$ cat src/rtl/hazard_scanner.sv
// Hazard scanner: buffers a block of instructions, then walks every (i,j) pair
// within WINDOW and reports RAW/WAR/WAW dependencies over a valid/ready port.
module hazard_scanner #(
   parameter  int REG_W   = 3,
   parameter  int DEPTH   = 8,
   parameter  int WINDOW  = 7,
   localparam int IDX_W   = $clog2(DEPTH),
   localparam int INSTR_W = 3*REG_W + 1
) (
   input  logic               clk,
   input  logic               rst_n,
   input  logic               clr,
   input  logic               in_valid,
   output logic               in_ready,
   input  logic [INSTR_W-1:0] in_instr,
   input  logic               in_last,
   output logic               rpt_valid,
   input  logic               rpt_ready,
   output logic [1:0]         rpt_type,
   output logic [IDX_W-1:0]   rpt_i,
   output logic [IDX_W-1:0]   rpt_j,
   output logic               done,
   output logic [7:0]         hz_count
);

   localparam logic [1:0] S_LOAD = 2'd0;
   localparam logic [1:0] S_EVAL = 2'd1;
   localparam logic [1:0] S_EMIT = 2'd2;
   localparam logic [1:0] S_DONE = 2'd3;

   localparam logic [1:0] T_RAW = 2'b10;
   localparam logic [1:0] T_WAR = 2'b01;
   localparam logic [1:0] T_WAW = 2'b11;

   // Counters carry one extra bit so that n == DEPTH and i+2 never wrap.
   localparam int               CNT_W     = IDX_W + 1;
   localparam logic [CNT_W-1:0] ONE       = CNT_W'(1);
   localparam logic [CNT_W-1:0] TWO       = CNT_W'(2);
   localparam logic [CNT_W-1:0] LAST_SLOT = CNT_W'(DEPTH - 1);
   localparam logic [CNT_W-1:0] WIN       = CNT_W'(WINDOW);

   logic [1:0]         state;
   logic [INSTR_W-1:0] buf_mem [DEPTH];
   logic [CNT_W-1:0]   wr_ptr;
   logic [CNT_W-1:0]   n_cnt;
   logic [CNT_W-1:0]   idx_i;
   logic [CNT_W-1:0]   idx_j;

   logic [INSTR_W-1:0] ins_i, ins_j;
   logic               wr_i, wr_j;
   logic [REG_W-1:0]   dst_i, src1_i, src2_i;
   logic [REG_W-1:0]   dst_j, src1_j, src2_j;
   logic [2:0]         pair_hz_p0;
   logic [2:0]         pend_p1;
   logic [2:0]         sel;
   logic [2:0]         pend_next;
   logic               accept, fire;
   logic [CNT_W-1:0]   j_inc, i_inc, i_j2;
   logic               step_j, step_i;

   function automatic logic [7:0] sat_inc(input logic [7:0] v);
      return (v == 8'hFF) ? v : v + 8'd1;
   endfunction

   assign in_ready = (state == S_LOAD);
   assign done     = (state == S_DONE);
   assign accept   = in_valid & in_ready;

   always_ff @(posedge clk) begin
      if (accept && !clr)
         buf_mem[wr_ptr[IDX_W-1:0]] <= in_instr;
   end

   // Stage p0: decode the current pair straight out of the buffer.
   assign ins_i = buf_mem[idx_i[IDX_W-1:0]];
   assign ins_j = buf_mem[idx_j[IDX_W-1:0]];

   assign {wr_i, dst_i, src1_i, src2_i} = ins_i;
   assign {wr_j, dst_j, src1_j, src2_j} = ins_j;

   assign pair_hz_p0[2] = wr_i & ((dst_i == src1_j) | (dst_i == src2_j));
   assign pair_hz_p0[1] = wr_j & ((dst_j == src1_i) | (dst_j == src2_i));
   assign pair_hz_p0[0] = wr_i & wr_j & (dst_i == dst_j);

   // Stage p1: registered flags drained one report at a time, RAW first.
   always_comb begin
      rpt_type = T_RAW;
      sel      = 3'b000;
      if (pend_p1[2]) begin
         rpt_type = T_RAW;
         sel      = 3'b100;
      end else if (pend_p1[1]) begin
         rpt_type = T_WAR;
         sel      = 3'b010;
      end else if (pend_p1[0]) begin
         rpt_type = T_WAW;
         sel      = 3'b001;
      end
   end

   assign rpt_valid = (state == S_EMIT) & (|pend_p1);
   assign fire      = rpt_valid & rpt_ready;
   assign pend_next = pend_p1 & ~(fire ? sel : 3'b000);
   assign rpt_i     = idx_i[IDX_W-1:0];
   assign rpt_j     = idx_j[IDX_W-1:0];

   assign j_inc  = idx_j + ONE;
   assign i_inc  = idx_i + ONE;
   assign i_j2   = idx_i + TWO;
   assign step_j = (j_inc < n_cnt) && ((j_inc - idx_i) <= WIN);
   assign step_i = (i_j2 < n_cnt);

   always_ff @(posedge clk or negedge rst_n) begin
      if (!rst_n) begin
         state    <= S_LOAD;
         wr_ptr   <= '0;
         n_cnt    <= '0;
         idx_i    <= '0;
         idx_j    <= ONE;
         pend_p1  <= 3'b000;
         hz_count <= 8'd0;
      end else if (clr) begin
         state    <= S_LOAD;
         wr_ptr   <= '0;
         idx_i    <= '0;
         idx_j    <= ONE;
         pend_p1  <= 3'b000;
         hz_count <= 8'd0;
      end else begin
         case (state)
            S_LOAD: begin
               if (in_valid) begin
                  wr_ptr <= wr_ptr + ONE;
                  if (wr_ptr == '0)
                     hz_count <= 8'd0;
                  if (in_last || (wr_ptr == LAST_SLOT)) begin
                     n_cnt <= wr_ptr + ONE;
                     idx_i <= '0;
                     idx_j <= ONE;
                     state <= S_EVAL;
                  end
               end
            end
            S_EVAL: begin
               if (n_cnt < TWO) begin
                  state <= S_DONE;
               end else begin
                  pend_p1 <= pair_hz_p0;
                  state   <= S_EMIT;
               end
            end
            S_EMIT: begin
               if (fire) begin
                  hz_count <= sat_inc(hz_count);
                  pend_p1  <= pend_next;
               end
               // The last handshake of a pair also advances the pair.
               if (pend_next == 3'b000) begin
                  if (step_j) begin
                     idx_j <= j_inc;
                     state <= S_EVAL;
                  end else if (step_i) begin
                     idx_i <= i_inc;
                     idx_j <= i_j2;
                     state <= S_EVAL;
                  end else begin
                     state <= S_DONE;
                  end
               end
            end
            S_DONE: begin
               wr_ptr <= '0;
               state  <= S_LOAD;
            end
            default: state <= S_LOAD;
         endcase
      end
   end

endmodule

$ cat config.mk
export PLATFORM = sky130hd
export DESIGN_NAME = hazard_scanner
export DESIGN_NICKNAME = d
export VERILOG_FILES = /design/src/rtl/hazard_scanner.sv
export SDC_FILE = /design/constraint.sdc
export NUM_CORES = 1
export LEC_CHECK = 0
export BUFFER_PORTS_ARGS = -buffer_cell sky130_fd_sc_hd__buf_4
export CAP_MARGIN = 25
export CORE_AREA = 2 2 187 115
export CTS_CLUSTER_DIAMETER = 100
export DETAILED_ROUTE_END_ITERATION = 8
export DIE_AREA = 0 0 189 117
export GPL_TIMING_DRIVEN = 1
export MAX_ROUTING_LAYER = met4
export PLACE_DENSITY = 0.45
export SETUP_SLACK_MARGIN = 0.02
export SYNTH_ARGS = -nofsm -noshare
export SYNTH_HDL_FRONTEND = slang
export SYNTH_SLANG_ARGS = --single-unit
$ cat constraint.sdc
create_clock -name clk -period 3.7 [get_ports clk]
set_input_delay 0.555 -clock clk [delete_from_list [all_inputs] [get_ports clk]]
set_output_delay 0.555 -clock clk [all_outputs]
set_load 0.01 [all_outputs]
==> metrics.md <==
| Metric | Value |
|---|---|
| Chip height | roughly 120 um |
| Status | complete, no violations |
| Post-synth cell types | 68 |
| Synth area leaders | edfxtp_1 (40%), mux4_2 (13%), dfrtp_1 (12%) |
| Clock sink count | 109 |
| Worst-path clk slew | 0.08 ns |
| Final Power | approximately 2.8 mW |
| Avg Synthesized Cell Area | 14.1 um^2 |
| Port bufs | 34 |
| Worst R2R Path Depth | 8 |
| Worst slack, placed | between 0.8 and 0.9 ns |
| Pwr/cell area | 411 mW/mm^2 |
| Syn nets | 460 |
| Core area | 0.0206 mm^2 |
| Async set or reset register ratio after synthesis | 0.266 |
| N_diodes | 0 |
| Critical Path Source Type | flop |
| Most numerous cell in the Yosys netlist | edfxtp_1 |
| Vias in the first global route | 3673 |
| Post_cts resized | 0 |
| Area delta synth->final | 14.0% |
| Yosys top cell area share | 0.398 |
| DR vias | 3769 |
| Critical Path RT | 3.94 ns |
| TritonCTS clock tree | done |
| H-tree Lvls | 3 |
| Internal power | roughly 2.0 mW |
| Final Hold Fails | 0 |
| Share of layout cells above drive strength 1 | 0.280 |
| Reg power frac | 0.491 |
| Synth warn | 0 |
| Cell taking the most area after synthesis | edfxtp_1 |
| Gate power share | 0.170 |
| Slew Viols, Final | 0 |
| Post-CTS Setup Inserts | 0 |
| Largest net degree at the start of global routing | 30 |
| Synth Flop Type | edfxtp_1 |
| Post-route setup slack | 0.882 ns |
| Nets | 497 |
| Crit-path slowest cell | dfstp_2 |
| Fin crit period | 2.82 ns |
| Slowest stage delay, CP | 0.59 ns |
| Via-to-Cell Ratio | a little over 5 |
| Max_slew headroom | 0.601 |
| Final wirelength | 15000 um |
| Placer congestion estimate | between 0.8 and 0.9 |
| Leakage | 2.51 nW |
| WL/cell | approximately 20 um |
| CTS root buf | clkbuf_16 |
| Arr. time, crit path | 3.06 ns |
| Syn Std Cell Area | about 0.0060 mm^2 |
| Fin crit share | 0.762 |
| P_sw | 0.806 mW |
| Fmax | around 0.35 GHz |
| Final setup fails | 0 |
| Clock group share of total power | 0.339 |
| Synthesized flop and latch total | 109 |
| Crit-path cells | ha_1, xor2_1, ha_1, a21oi_1, xnor3_1, nor2_4, o31ai_2, mux2_1 |
| Chip width | 189 um |
| Drt initial violations | 373 |
| Total Routing Usage GR | 0.147 |
| CTS buffer count | 9 |
| HPWL after DPL | 10900 um |
| HP Class | in -> async |
| Net Sw Frac | 0.285 |
| Num rows | 41 |
| Worst skew pair latency | about 0.36 ns |
| Worst IR drop on VDD | 233 uV |
| Syn Inst Count | 429 |
| Max cap viols | 0 |
| RSZ-0062 raised after global routing | false |
| EDFF count, synth | 80 |
| DRC | 0 |
| Commonest cells post-synth | edfxtp_1 (80), mux4_2 (36), nor2_1 (32) |
| Worst Tran Pin Value | 0.596 ns |
| Clk_skew | 0.00838 ns |
| Die area | 0.0221 mm^2 |
| Starting density of the core | 0.294 |
| Final global-route overflow total | 0 |
| Worst Setup Path Type | reg -> reg |
| First-pass DRT Iterations | 4 |
| First-pass GRT wire length | 22800 um |
| Most used cell, CP | ha_1 |
| Crit Path Max Fanout | 5 |
| DRT antenna net count | 0 |
| Final setup TNS | 0 ns |
| Initial antenna violation count | 0 |
| Max Root-Sink Buffers | 2 |
| IO Count | 35 |
| Hold buffer count at cts | 0 |
| CP endpoint kind | flop |
| Register area share after synthesis | 0.518 |
-- placed cells by master (no fill, tap or decap), drive strengths merged, types with 2 or more instances in the layout --
master / Yosys / final
mux2i: 21 / 21
clkinv: 0 / 3
edfxtp: 80 / 80
buf: 20 / 50
dfrtp: 28 / 28
xnor3: 2 / 2
a211oi: 3 / 3
ha: 15 / 15
a221o: 2 / 2
a21o: 2 / 2
o41ai: 2 / 2
nand4: 3 / 3
a31oi: 5 / 5
or3: 3 / 3
mux2: 3 / 3
nand2b: 8 / 8
a32oi: 2 / 2
a41o: 2 / 2
a21oi: 16 / 16
inv: 13 / 17
o31ai: 5 / 5
nor2: 33 / 33
o21ai: 22 / 22
nor2b: 2 / 2
xnor2: 9 / 9
mux4: 40 / 40
and3: 3 / 3
o211ai: 2 / 2
clkbuf: 5 / 10
xor2: 12 / 12
nor3: 10 / 10
nand3: 8 / 8
o21a: 2 / 2
nand2: 32 / 32
-- through the flow --
stage | hold WS [ns] | std cells | utilization | cell area [um^2]
after global routing | 0.146 | 750 | 0.335 | 6890
after global placement | 0.511 | 733 | 0.320 | 6590
after detailed placement | 0.502 | 733 | 0.320 | 6590
after CTS | 0.141 | 749 | 0.335 | 6890
final | 0.126 | 750 | 0.335 | 6890
after floorplan | 0.259 | 429 | - | 6040
-- metal layers --
layer  up-vias  global-route usage  part of all wire
met4         0              0.0354             0.011
met1      1917               0.227              0.52
met3        12              0.0370             0.074
li1       1737                   -                 -
met2       103               0.187              0.40
met5         -                   -                 0
-- cells by family after synthesis --
group | share of synthesized area
xor+xnor | 0.0391
buf+inv | 0.0410
compound gates | 0.0849
simple gates | 0.0847
mux | 0.201
flops | 0.518
fa+ha+maj | 0.0311
-- worst paths after layout --
path	start	endpoint	slack, ns
min in group clk	in_instr[1]	buf_mem[3][1]	0.43
hold / removal	rst_n	idx_j[2]	0.13
max in group asynchronous	rst_n	idx_j[0]	3.25
hold reg to reg	hz_count[7]	hz_count[7]	0.52
setup / recovery	idx_j[0]	idx_j[3]	0.88
setup reg to reg	idx_j[0]	idx_j[3]	0.88
-- power by group through the flow --
stage	Sequential (mW)	Combinational [mW]	Clock, mW
after detailed placement	1.42	0.478	0
after floorplan	1.40	0.349	0
final	1.39	0.481	0.959
after global placement	1.42	0.479	0
after CTS	1.39	0.482	0.992
after global routing	1.40	0.530	1.04
-- state kept, by name, indices dropped and copies added, names as in the netlist --
| name | flops |
|---|---|
| buf_mem | 80 |
| hz_count | 8 |
| idx_i | 4 |
| idx_j | 4 |
| n_cnt | 4 |
| wr_ptr | 4 |
| pend_p1 | 3 |
| state | 2 |
-- layout make-up --
type,count,area [um^2]
Clock buffer,9,225
Clock inverter,7,72.6
Fill cell,1975,13700
Inverter,13,51.3
Multi-Input combinational cell,282,2680
Sequential cell,109,3130
Tap cell,279,349
Timing Repair Buffer,51,380
-- critical path, delay by kind of cell (launching register included) --
kind            cells  cell delay [ns]
compound gates      2             0.61
flops               1             0.59
xor+xnor            2             0.56
fa+ha+maj           2             0.51
mux                 1             0.36
simple gates        1             0.07
(Power assumes the default switching activity.)
